==> src/rtl/ulaplus_palette_if.sv <==
// Bus bundle between the video/CPU side and the ULAplus palette stage.
// The master drives palette writes and pixel requests; the slave returns
// colour results and the clear-sweep status.
interface ulaplus_palette_if;
    logic       active;
    logic       write_req;
    logic [5:0] write_addr;
    logic [7:0] write_data;
    logic       pix_valid;
    logic       pix_ink;
    logic       pix_border;
    logic [7:0] pix_attr;
    logic [2:0] border_color;
    logic       busy;
    logic       rgb_valid;
    logic [2:0] r;
    logic [2:0] g;
    logic [2:0] b;

    modport master (
        output active, write_req, write_addr, write_data,
        output pix_valid, pix_ink, pix_border, pix_attr, border_color,
        input  busy, rgb_valid, r, g, b
    );

    modport slave (
        input  active, write_req, write_addr, write_data,
        input  pix_valid, pix_ink, pix_border, pix_attr, border_color,
        output busy, rgb_valid, r, g, b
    );
endinterface

==> src/rtl/ulaplus_palette.sv <==
// ULAplus palette storage and colour lookup.
// 64-entry GGGRRRBB palette written by the port decoder, a two-stage
// lookup pipeline (index/read, then colour expansion) and an optional
// post-reset clear sweep. With ULAplus inactive the standard ZX colours
// are produced instead, so the DAC path sees the same 9-bit RGB format.
module ulaplus_palette #(
    parameter bit CLEAR_ON_RESET = 1'b1
) (
    input  logic               clk28,
    input  logic               rst,
    ulaplus_palette_if.slave   bus
);

    typedef enum logic [0:0] {
        ST_IDLE  = 1'b0,
        ST_CLEAR = 1'b1
    } state_t;

    // Standard ZX channel level: off, normal (5/7) or bright (full).
    function automatic logic [2:0] zx_chan(input logic on, input logic bright);
        logic [2:0] lvl;
        if (on) begin
            if (bright) begin
                lvl = 3'b111;
            end else begin
                lvl = 3'b101;
            end
        end else begin
            lvl = 3'b000;
        end
        return lvl;
    endfunction

    // Two-bit palette blue widened to three bits; LSB is the OR of both.
    function automatic logic [2:0] pal_blue(input logic [1:0] bb);
        return {bb[1], bb[0], bb[1] | bb[0]};
    endfunction

    state_t     state_r;
    state_t     state_nxt_s;
    logic [5:0] cnt_r;
    logic [5:0] cnt_nxt_s;
    logic       busy_r;
    logic       busy_nxt_s;
    logic       clear_we_s;
    logic       cpu_we_s;

    logic [7:0] pal_r [0:63];

    logic [5:0] idx_s;
    logic [2:0] code_s;
    logic       bright_s;
    logic [7:0] entry_s;
    logic [8:0] zx_rgb_s;

    logic       s1_valid_r;
    logic       s1_active_r;
    logic       s1_blank_r;
    logic [7:0] s1_entry_r;
    logic [8:0] s1_zx_r;

    logic [8:0] out_rgb_s;
    logic       rgb_valid_r;
    logic [2:0] r_r;
    logic [2:0] g_r;
    logic [2:0] b_r;

    // Clear-sweep FSM: next state, sweep counter and palette write enables.
    always_comb begin
        state_nxt_s = state_r;
        cnt_nxt_s   = cnt_r;
        clear_we_s  = 1'b0;
        cpu_we_s    = 1'b0;
        case (state_r)
            ST_IDLE: begin
                cpu_we_s = bus.write_req;
            end
            ST_CLEAR: begin
                clear_we_s = 1'b1;
                cnt_nxt_s  = cnt_r + 6'd1;
                if (cnt_r == 6'd63) begin
                    state_nxt_s = ST_IDLE;
                end else begin
                    state_nxt_s = ST_CLEAR;
                end
            end
            default: begin
                state_nxt_s = ST_IDLE;
                cnt_nxt_s   = 6'd0;
            end
        endcase
        busy_nxt_s = (state_nxt_s == ST_CLEAR);
    end

    // Clear-sweep FSM state, counter and registered busy flag.
    always_ff @(posedge clk28) begin
        if (rst) begin
            state_r <= CLEAR_ON_RESET ? ST_CLEAR : ST_IDLE;
            cnt_r   <= 6'd0;
            busy_r  <= CLEAR_ON_RESET;
        end else begin
            state_r <= state_nxt_s;
            cnt_r   <= cnt_nxt_s;
            busy_r  <= busy_nxt_s;
        end
    end

    // Palette storage: the sweep has priority; CPU writes are dropped while it runs.
    always_ff @(posedge clk28) begin
        if (!rst) begin
            if (clear_we_s) begin
                pal_r[cnt_r] <= 8'h00;
            end else if (cpu_we_s) begin
                pal_r[bus.write_addr] <= bus.write_data;
            end
        end
    end

    // Stage-1 index, ZX colour code and brightness for the presented pixel.
    always_comb begin
        idx_s    = 6'd0;
        code_s   = 3'd0;
        bright_s = 1'b0;
        if (bus.pix_border) begin
            idx_s    = {2'b00, 1'b1, bus.border_color};
            code_s   = bus.border_color;
            bright_s = 1'b0;
        end else if (bus.pix_ink) begin
            idx_s    = {bus.pix_attr[7:6], 1'b0, bus.pix_attr[2:0]};
            code_s   = bus.pix_attr[2:0];
            bright_s = bus.pix_attr[6];
        end else begin
            idx_s    = {bus.pix_attr[7:6], 1'b1, bus.pix_attr[5:3]};
            code_s   = bus.pix_attr[5:3];
            bright_s = bus.pix_attr[6];
        end
    end

    // Palette read with bypass of a CPU write to the same entry on this edge.
    always_comb begin
        entry_s = 8'h00;
        if (cpu_we_s && (bus.write_addr == idx_s)) begin
            entry_s = bus.write_data;
        end else begin
            entry_s = pal_r[idx_s];
        end
        // GRB code bits map to G=[2], R=[1], B=[0]; output packing is {r,g,b}.
        zx_rgb_s = {zx_chan(code_s[1], bright_s),
                    zx_chan(code_s[2], bright_s),
                    zx_chan(code_s[0], bright_s)};
    end

    // Stage-1 registers: entry, ZX fallback, mode and blanking captured with the pixel.
    always_ff @(posedge clk28) begin
        if (rst) begin
            s1_valid_r  <= 1'b0;
            s1_active_r <= 1'b0;
            s1_blank_r  <= 1'b0;
            s1_entry_r  <= 8'h00;
            s1_zx_r     <= 9'd0;
        end else begin
            s1_valid_r  <= bus.pix_valid;
            s1_active_r <= bus.active;
            s1_blank_r  <= (state_r == ST_CLEAR);
            s1_entry_r  <= entry_s;
            s1_zx_r     <= zx_rgb_s;
        end
    end

    // Stage-2 colour select: blank during the sweep, palette or ZX otherwise.
    always_comb begin
        out_rgb_s = 9'd0;
        if (s1_blank_r) begin
            out_rgb_s = 9'd0;
        end else if (s1_active_r) begin
            out_rgb_s = {s1_entry_r[4:2], s1_entry_r[7:5], pal_blue(s1_entry_r[1:0])};
        end else begin
            out_rgb_s = s1_zx_r;
        end
    end

    // Stage-2 output registers; colour holds while no pixel is emerging.
    always_ff @(posedge clk28) begin
        if (rst) begin
            rgb_valid_r <= 1'b0;
            r_r         <= 3'd0;
            g_r         <= 3'd0;
            b_r         <= 3'd0;
        end else begin
            rgb_valid_r <= s1_valid_r;
            if (s1_valid_r) begin
                {r_r, g_r, b_r} <= out_rgb_s;
            end
        end
    end

    assign bus.busy      = busy_r;
    assign bus.rgb_valid = rgb_valid_r;
    assign bus.r         = r_r;
    assign bus.g         = g_r;
    assign bus.b         = b_r;

endmodule

==> src/flat_wrapper.sv <==
// flat-port wrapper written by rule: the top's interface ports become plain ports
module ulaplus_palette_flat 
#(
    parameter bit CLEAR_ON_RESET = 1'b1
)
  (clk28, rst, bus_active, bus_write_req, bus_write_addr, bus_write_data, bus_pix_valid, bus_pix_ink, bus_pix_border, bus_pix_attr, bus_border_color, bus_busy, bus_rgb_valid, bus_r, bus_g, bus_b);
  ulaplus_palette_if bus_i ();
  input  logic clk28;
  input  logic rst;
  input wire logic [$bits(bus_i.active)-1:0] bus_active;
  input wire logic [$bits(bus_i.write_req)-1:0] bus_write_req;
  input wire logic [$bits(bus_i.write_addr)-1:0] bus_write_addr;
  input wire logic [$bits(bus_i.write_data)-1:0] bus_write_data;
  input wire logic [$bits(bus_i.pix_valid)-1:0] bus_pix_valid;
  input wire logic [$bits(bus_i.pix_ink)-1:0] bus_pix_ink;
  input wire logic [$bits(bus_i.pix_border)-1:0] bus_pix_border;
  input wire logic [$bits(bus_i.pix_attr)-1:0] bus_pix_attr;
  input wire logic [$bits(bus_i.border_color)-1:0] bus_border_color;
  output wire logic [$bits(bus_i.busy)-1:0] bus_busy;
  output wire logic [$bits(bus_i.rgb_valid)-1:0] bus_rgb_valid;
  output wire logic [$bits(bus_i.r)-1:0] bus_r;
  output wire logic [$bits(bus_i.g)-1:0] bus_g;
  output wire logic [$bits(bus_i.b)-1:0] bus_b;
  assign bus_i.active = bus_active;
  assign bus_i.write_req = bus_write_req;
  assign bus_i.write_addr = bus_write_addr;
  assign bus_i.write_data = bus_write_data;
  assign bus_i.pix_valid = bus_pix_valid;
  assign bus_i.pix_ink = bus_pix_ink;
  assign bus_i.pix_border = bus_pix_border;
  assign bus_i.pix_attr = bus_pix_attr;
  assign bus_i.border_color = bus_border_color;
  assign bus_busy = bus_i.busy;
  assign bus_rgb_valid = bus_i.rgb_valid;
  assign bus_r = bus_i.r;
  assign bus_g = bus_i.g;
  assign bus_b = bus_i.b;
  ulaplus_palette #(.CLEAR_ON_RESET(CLEAR_ON_RESET)) u_core (.clk28(clk28), .rst(rst), .bus(bus_i));
endmodule
==> config.mk <==
export PLATFORM = sky130hd
export DESIGN_NAME = ulaplus_palette_flat
export DESIGN_NICKNAME = d
export VERILOG_FILES = /design/src/rtl/ulaplus_palette_if.sv /design/src/rtl/ulaplus_palette.sv /design/src/flat_wrapper.sv
export SDC_FILE = /design/constraint.sdc
export NUM_CORES = 1
export LEC_CHECK = 0
export ABC_AREA = 0
export CAP_MARGIN = 0
export CELL_PAD_IN_SITES_DETAIL_PLACEMENT = 0
export CELL_PAD_IN_SITES_GLOBAL_PLACEMENT = 1
export CORE_MARGIN = 3
export CORE_UTILIZATION = 23
export CTS_BUF_LIST = sky130_fd_sc_hd__clkbuf_8 sky130_fd_sc_hd__clkbuf_16
export CTS_CLUSTER_DIAMETER = 150
export DETAILED_ROUTE_END_ITERATION = 10
export GPL_TIMING_DRIVEN = 0
export PLACE_DENSITY = 0.52
export SLEW_MARGIN = 0
export SYNTH_ARGS = -nofsm -noshare
export SYNTH_HDL_FRONTEND = slang
export SYNTH_SLANG_ARGS = --single-unit
==> constraint.sdc <==
create_clock -name clk28 -period 5.8 [get_ports clk28]
set_input_delay 0.58 -clock clk28 [delete_from_list [all_inputs] [get_ports clk28]]
set_output_delay 0.58 -clock clk28 [all_outputs]
set_load 0.01 [all_outputs]
==> impl_metrics.json, run 1 <==
{
  "status": "complete, no violations",
  "routed.top_layer": "met4",
  "synth_compound_area_frac": 0.0816,
  "setup_ws_ns": 1.33,
  "wl_met1_microns": 30400,
  "initial_core_util": 0.234,
  "drive_gt1_frac": 0.115,
  "synthTopCellsByArea": "edfxtp_1 (70%), mux2i_1 (4.4%), mux4_2 (4.3%)",
  "reg2regPathDepth": 4,
  "placed_cells": 2695,
  "postCtsResizedCells": 0,
  "worstPathCellList": "clkdlybuf4s50_1 -> buf_2 -> nor2b_1 -> a21oi_2 -> buf_2 -> buf_2 -> mux2i_1 -> o22ai_1 -> o41ai_1 -> nand4_1",
  "rsz0062_at_grt": "no",
  "critical_path.top_delay_family": "compound AO/OA/AOI/OAI gates",
  "setup_violations": 0,
  "avgSynthCellArea_sq_um": 15.8,
  "htree_levels": 2,
  "max_stage_delay_ns": 1.13,
  "ctsHoldBuffers": 0,
  "ir_drop_uv": 222,
  "final_util": 0.276,
  "clockRootBuffer": "clkbuf_16",
  "dieArea_sq_um": 99600,
  "pin_count": 43,
  "powerDensity_nw_per_um2": 325,
  "grt_usage": 0.132,
  "initialDrtViolationCount": 1191,
  "wl_microns": 66300,
  "wl_per_cell_microns": 23.6,
  "yosysWarningCount": 0,
  "r2r-end": "u_core.pal_r[44][2]$_DFFE_PP_",
  "cts_tree": "built",
  "muxShareOfSynthArea": 0.0887,
  "die_y_microns": 316,
  "fin_nets": 1534,
  "min_period_ns": 4.47,
  "grt_pass1_wl_microns": 94300,
  "slew_viol_final": 0,
  "max_cap_viol_count": 0,
  "synth_cells": 1396,
  "n_fill_cell": 9563,
  "r2r_slack_ns": 1.93,
  "drcViolationCount": 0,
  "layout_commonest_cell": "edfxtp_1",
  "final_cell_mix": "edfxtp_1 (512), nand2_1 (155), mux2i_1 (96), nor2_1 (90), clkbuf_16 (59)",
  "async_flop_share": 0,
  "vias": 13000,
  "critPathSlowestCell": "o41ai_1",
  "numPortBuffers": 40,
  "max_freq_ghz": 0.224,
  "post_cts_buffers": 0,
  "clock_sinks": 555,
  "synth-simple-area-share": 0.0679,
  "critPathCaptureType": "flip-flop",
  "area_growth_pct": 17.9,
  "insertedDiodeCount": 0,
  "row_count": 112,
  "worst_slew_pin_slew_ns": 1.21,
  "synth_flop_cell": "edfxtp_1",
  "synth_top_area_frac": 0.698,
  "hold_depth": 1,
  "hold_path_startpoint": "bus_write_data[0]",
  "wl_met3_microns": 3260,
  "place_congestion": 0.849,
  "power_mw": 8.45,
  "hold_slack_ns": 0.442,
  "hp-class": "input port to flip-flop",
  "seq_area_sq_um": 16200,
  "timing_hold_violations_final": 0,
  "grt_overflow_total": 0,
  "fin_area_sq_um": 26000,
  "insertion_delay_ns": 0.62,
  "path_class": "input port to flip-flop",
  "place_area_sq_um": 24100,
  "hpwl_microns": 44800,
  "fin_crit_sh": 0.771,
  "clockBufferDepth": 3,
  "synth_seq_cells": 555,
  "cp_max_fo": 10,
  "multi_input_area_sq_um": 5360,
  "ant_nets": 0,
  "synth_fp_nets": 1429,
  "cp-start-kind": "input port",
  "required_ns": 6.21,
  "synthXorXnorAreaFrac": 0.00358,
  "antenna_found_initial": 1,
  "wl_met2_microns": 30300,
  "core_area_sq_um": 94200,
  "dieWidth_microns": 316,
  "skew_ns": 0.00865,
  "clkTransAtPathRegs_ns": 0.06,
  "via_per_inst": 4.64,
  "relSlewSlack": 0.181,
  "cts_buffers": 58,
  "p_leak_nw": 8.79,
  "worstReg2RegStart": "u_core.state_r$_SDFF_PP1_",
  "grt_pass1_vias": 12900,
  "firstDrtPassIters": 6,
  "yosysUniqueCellTypes": 67,
  "timing.setup.tns_ns": 0,
  "synth_top_family_by_area": "multiplexers",
  "synth_edf_count": 512,
  "synthAdderAreaFrac": 0.000568,
  "synth_seq_area_share": 0.737,
  "synth_area_sq_um": 22000,
  "pre_cts_slack_ns": 0.742,
  "stdcell_count": 2803,
  "grt_max_degree": 65,
  "path_buf_inv": 4,
  "yosysTopAreaCell": "edfxtp_1",
  "worstPathArrival_ns": 4.88,
  "crit_top_cell": "buf_2"
}
==> flip-flops by register name, indices dropped and copies added (netlist names), named ones only <==
| name | count |
|---|---|
| u_core.cnt_r | 6 |
| u_core.s1_active_r | 1 |
| u_core.bus.b | 3 |
| u_core.state_r | 1 |
| u_core.bus.g | 3 |
| u_core.bus.r | 3 |
| u_core.bus.rgb_valid | 1 |
| u_core.pal_r | 512 |
| u_core.s1_zx_r | 6 |
| u_core.s1_valid_r | 1 |
| u_core.s1_blank_r | 1 |
==> cell usage after synthesis, types with 11 or more instances <==
master / n
edfxtp_1: 512
nand2_1: 155
mux2i_1: 96
nor2_1: 90
a21oi_1: 51
dfxtp_1: 43
mux4_2: 42
clkbuf_1: 37
o211ai_1: 32
o22ai_1: 28
buf_2: 25
inv_1: 24
nand3_1: 18
o2111ai_1: 18
a31oi_1: 17
o41ai_1: 17
a22o_1: 16
a32oi_1: 12
and2_1: 12
nand4_1: 11
o21ai_0: 11
==> worst max path at each step <==
| stage | startpoint | slack [ns] | cells after the start | end |
|---|---|---|---|---|
| final | bus_pix_border | 1.33 | 10 | flip-flop |
| after global routing | bus_pix_border | 1.21 | 10 | flip-flop |
| after CTS | bus_pix_border | 1.39 | 10 | flip-flop |
| after detailed placement | bus_pix_border | 0.74 | 10 | flip-flop |
| after global placement | rst | 0.18 | 4 | u_core.pal_r[18][4]$_DFFE_PP_ |
| after floorplan | bus_write_req | 3.03 | 3 | u_core.pal_r[0][0]$_DFFE_PP_ |
==> cell families (layout without fill, tap and decap cells) <==
family                     after synthesis  count (layout)
AOI/OAI and AO/OA                      252             252
xor gates and xnor gates                 9               9
adders and majority gates                1               1
buffers and inverters                  102             255
DFF                                    555             555
muxes                                  142             142
and+or+nand+nor                        335             335
==> layer usage <==
layer | GRT usage | up-vias
met4 | 0.0482 | 0
met3 | 0.0185 | 124
met1 | 0.186 | 6734
li1 | - | 5703
met2 | 0.206 | 442
met5 | 0 | -
==> report_power, final <==
group	leakage, nW	total (mW)	internal, mW	switching (mW)
clock network	0.983	3.60	2.07	1.53
registers	5.57	4.35	4.34	0.0107
logic	2.24	0.496	0.165	0.331
total	8.79	8.45	6.57	1.87
==> worst reg2reg max path: stages, from the launching register on <==
cell and delay [ns]:
dfxtp_1 0.36, nor3b_1 0.87, mux2i_1 0.98, nand2_1 0.43
nor2_1 0.85
==> cell type report <==
type,count,share of cell area
multi-input combinational,739,0.206
timing repair buffer,45,0.0193
clock buffer,64,0.0595
inverter,24,0.00347
tap,1254,0.0604
buffer,78,0.0144
clock inverter,44,0.0118
sequential,555,0.625
Note: power is estimated with default switching activity, not from simulation.
==> run 2, diff against run 1 <==
--- a/config.mk
+++ b/config.mk
@@ -15,7 +15,7 @@
 export CTS_CLUSTER_DIAMETER = 150
 export DETAILED_ROUTE_END_ITERATION = 10
 export GPL_TIMING_DRIVEN = 0
-export PLACE_DENSITY = 0.52
+export PLACE_DENSITY = 0.53
 export SLEW_MARGIN = 0
 export SYNTH_ARGS = -nofsm -noshare
 export SYNTH_HDL_FRONTEND = slang
==> constraint.sdc (replaced) <==
create_clock -name clk28 -period 3.6 [get_ports clk28]
set_input_delay 0.36 -clock clk28 [delete_from_list [all_inputs] [get_ports clk28]]
set_output_delay 0.36 -clock clk28 [all_outputs]
set_load 0.01 [all_outputs]
==> run 2 against run 1 <==
The run now ends with negative setup slack left. Global-route usage barely moved. Register-to-register slack worse by 1.8 ns. Total power is 59% higher. Sequential share of layout area down 0.23 points. Critical path type unchanged.
==> impl_metrics.json, run 2 (same netlist as run 1, synthesis figures left out) <==
{
  "status": "complete, but fails checks",
  "violations": "negative setup slack",
  "min_period_ns": 3.66,
  "initialDrtViolationCount": 1075,
  "place_area_sq_um": 24100,
  "cp-start-kind": "input port",
  "hp-class": "input port to flip-flop",
  "skew_ns": 0.0238,
  "fin_area_sq_um": 26100,
  "largestRegisters": "u_core.pal_r (512), u_core.cnt_r (6), u_core.s1_zx_r (6)",
  "drcViolationCount": 0,
  "antenna_found_initial": 1,
  "worst_slew_pin_slew_ns": 1.38,
  "power_mw": 13.5,
  "die_y_microns": 316,
  "powerDensity_nw_per_um2": 516,
  "grt_overflow_total": 0,
  "pin_count": 43,
  "insertion_delay_ns": 0.63,
  "pwr-share-comb": 0.060,
  "via_per_inst": 4.61,
  "setup_ws_ns": -0.0552,
  "required_ns": 4.02,
  "numPortBuffers": 40,
  "clockBufferDepth": 3,
  "vias": 12900,
  "max_freq_ghz": 0.274,
  "p_int_mw": 10.4,
  "firstDrtPassIters": 5,
  "fin_crit_sh": 1.02,
  "hpwl_microns": 44800,
  "fin_nets": 1535,
  "hold_depth": 1,
  "initial_core_util": 0.234,
  "dieWidth_microns": 316,
  "max_cap_viol_count": 0,
  "p_leak_nw": 8.85,
  "final_cell_mix": "edfxtp_1 (512), nand2_1 (155), mux2i_1 (96), nor2_1 (90), clkbuf_16 (58)",
  "slew_viol_final": 0,
  "critPathCaptureType": "flip-flop",
  "path_class": "input port to flip-flop",
  "largest_reg_flops": 512,
  "place_congestion": 0.809,
  "power_frac_clock": 0.420,
  "ir_drop_uv": 338,
  "ctsHoldBuffers": 0,
  "rsz0062_at_grt": "no",
  "timing.setup.tns_ns": -0.0855,
  "drive_gt1_frac": 0.129,
  "relSlewSlack": 0.0785,
  "reg2regPathDepth": 4,
  "core_area_sq_um": 94200,
  "clockRootBuffer": "clkbuf_16",
  "grt_usage": 0.132,
  "area_growth_pct": 18.3,
  "largest-register": "u_core.pal_r",
  "row_count": 112,
  "ant_nets": 0,
  "cts_tree": "built",
  "hold_slack_ns": 0.256,
  "switching_share": 0.226,
  "grt_pass1_wl_microns": 94800,
  "setup_violations": 2,
  "wl_per_cell_microns": 23.7,
  "timing_hold_violations_final": 0,
  "htree_levels": 2,
  "layout_commonest_cell": "edfxtp_1",
  "power.switching_mw": 3.05,
  "n_fill_cell": 9541,
  "clkTransAtPathRegs_ns": 0.06,
  "grt_max_degree": 65,
  "clock_sinks": 555,
  "wl_microns": 66300,
  "dieArea_sq_um": 99600,
  "cp_max_fo": 10,
  "pwr-share-seq": 0.520,
  "worstPathArrival_ns": 4.08,
  "cts_buffers": 58,
  "grt_pass1_vias": 13000,
  "insertedDiodeCount": 0
}
## run 2: cell count changes in the layout (fill, tap and decap cells not counted), moves of 3 or more
cell,delta
clkinv_1,+4
o41ai_4,+3
o41ai_1,-12
clkinv_2,+6
inv_1,-4
o31ai_2,+5
clkbuf_1,-3
clkbuf_2,+3
o41ai_2,+9
clkbuf_8,-3
o31ai_1,-5
## run 2: power by group through the flow
stage               clock network [mW]  registers, mW  logic [mW]
floorplan                            0           7.13       0.464
global placement                     0           7.14       0.802
detailed placement                   0           7.14       0.802
CTS                               5.79           7.00       0.814
global route                      6.03           7.00       0.861
finish                            5.65           7.00       0.811
## run 2: final cells by class
type | count | area (sq um) | area share
Clock buffer | 60 | 1480 | 0.0567
Buffer | 78 | 378 | 0.0145
Clock inverter | 48 | 298 | 0.0114
Tap cell | 1254 | 1570 | 0.0602
Inverter | 24 | 90.1 | 0.00346
Sequential cell | 555 | 16200 | 0.623
Timing Repair Buffer | 46 | 505 | 0.0194
Multi-Input combinational cell | 739 | 5520 | 0.212
## run 2: final timing paths
| kind | start | to | slack [ns] |
|---|---|---|---|
| setup reg to reg | u_core.state_r$_SDFF_PP1_ | u_core.pal_r[45][4]$_DFFE_PP_ | 0.14 |
| setup / recovery | bus_pix_border | flip-flop | -0.06 |
| hold reg to reg | u_core.bus.r[1]$_SDFFE_PP0P_ | u_core.bus.r[1]$_SDFFE_PP0P_ | 0.47 |
| hold / removal | bus_write_data[0] | flip-flop | 0.26 |
## run 2: worst max-delay path, stage by stage
cell and delay, ns:
clkdlybuf4s50_1 0.63, buf_2 0.29, nor2b_1 0.20, a21oi_4 0.37, buf_2 0.34, buf_4 0.36
mux2i_1 0.25, o22ai_1 0.11, o41ai_1 0.84, nand4b_1 0.31
## run 2: timing repair
action	4_1_cts	5_1_grt
buffers inserted	0	0
resized for setup	22	4
setup endpoints to repair	341	3
## run 2: through the flow
stage / utilization / std cells / setup WS [ns]
after floorplan: - / 1396 / 1.03
after global placement: 0.255 / 2690 / -1.71
after detailed placement: 0.256 / 2695 / -1.31
after CTS: 0.277 / 2803 / 0.0350
after global routing: 0.277 / 2804 / 0.0126
final: 0.277 / 2804 / -0.0552
## run 2: metal layers
| metal | track usage | vias to the layer above | wire (microns) |
|---|---|---|---|
| met4 | 0.0442 | 2 | 2010 |
| met1 | 0.185 | 6744 | 30400 |
| met5 | 0 | - | 14 |
| met2 | 0.209 | 351 | 30700 |
| met3 | 0.0195 | 116 | 3130 |
| li1 | - | 5710 | - |
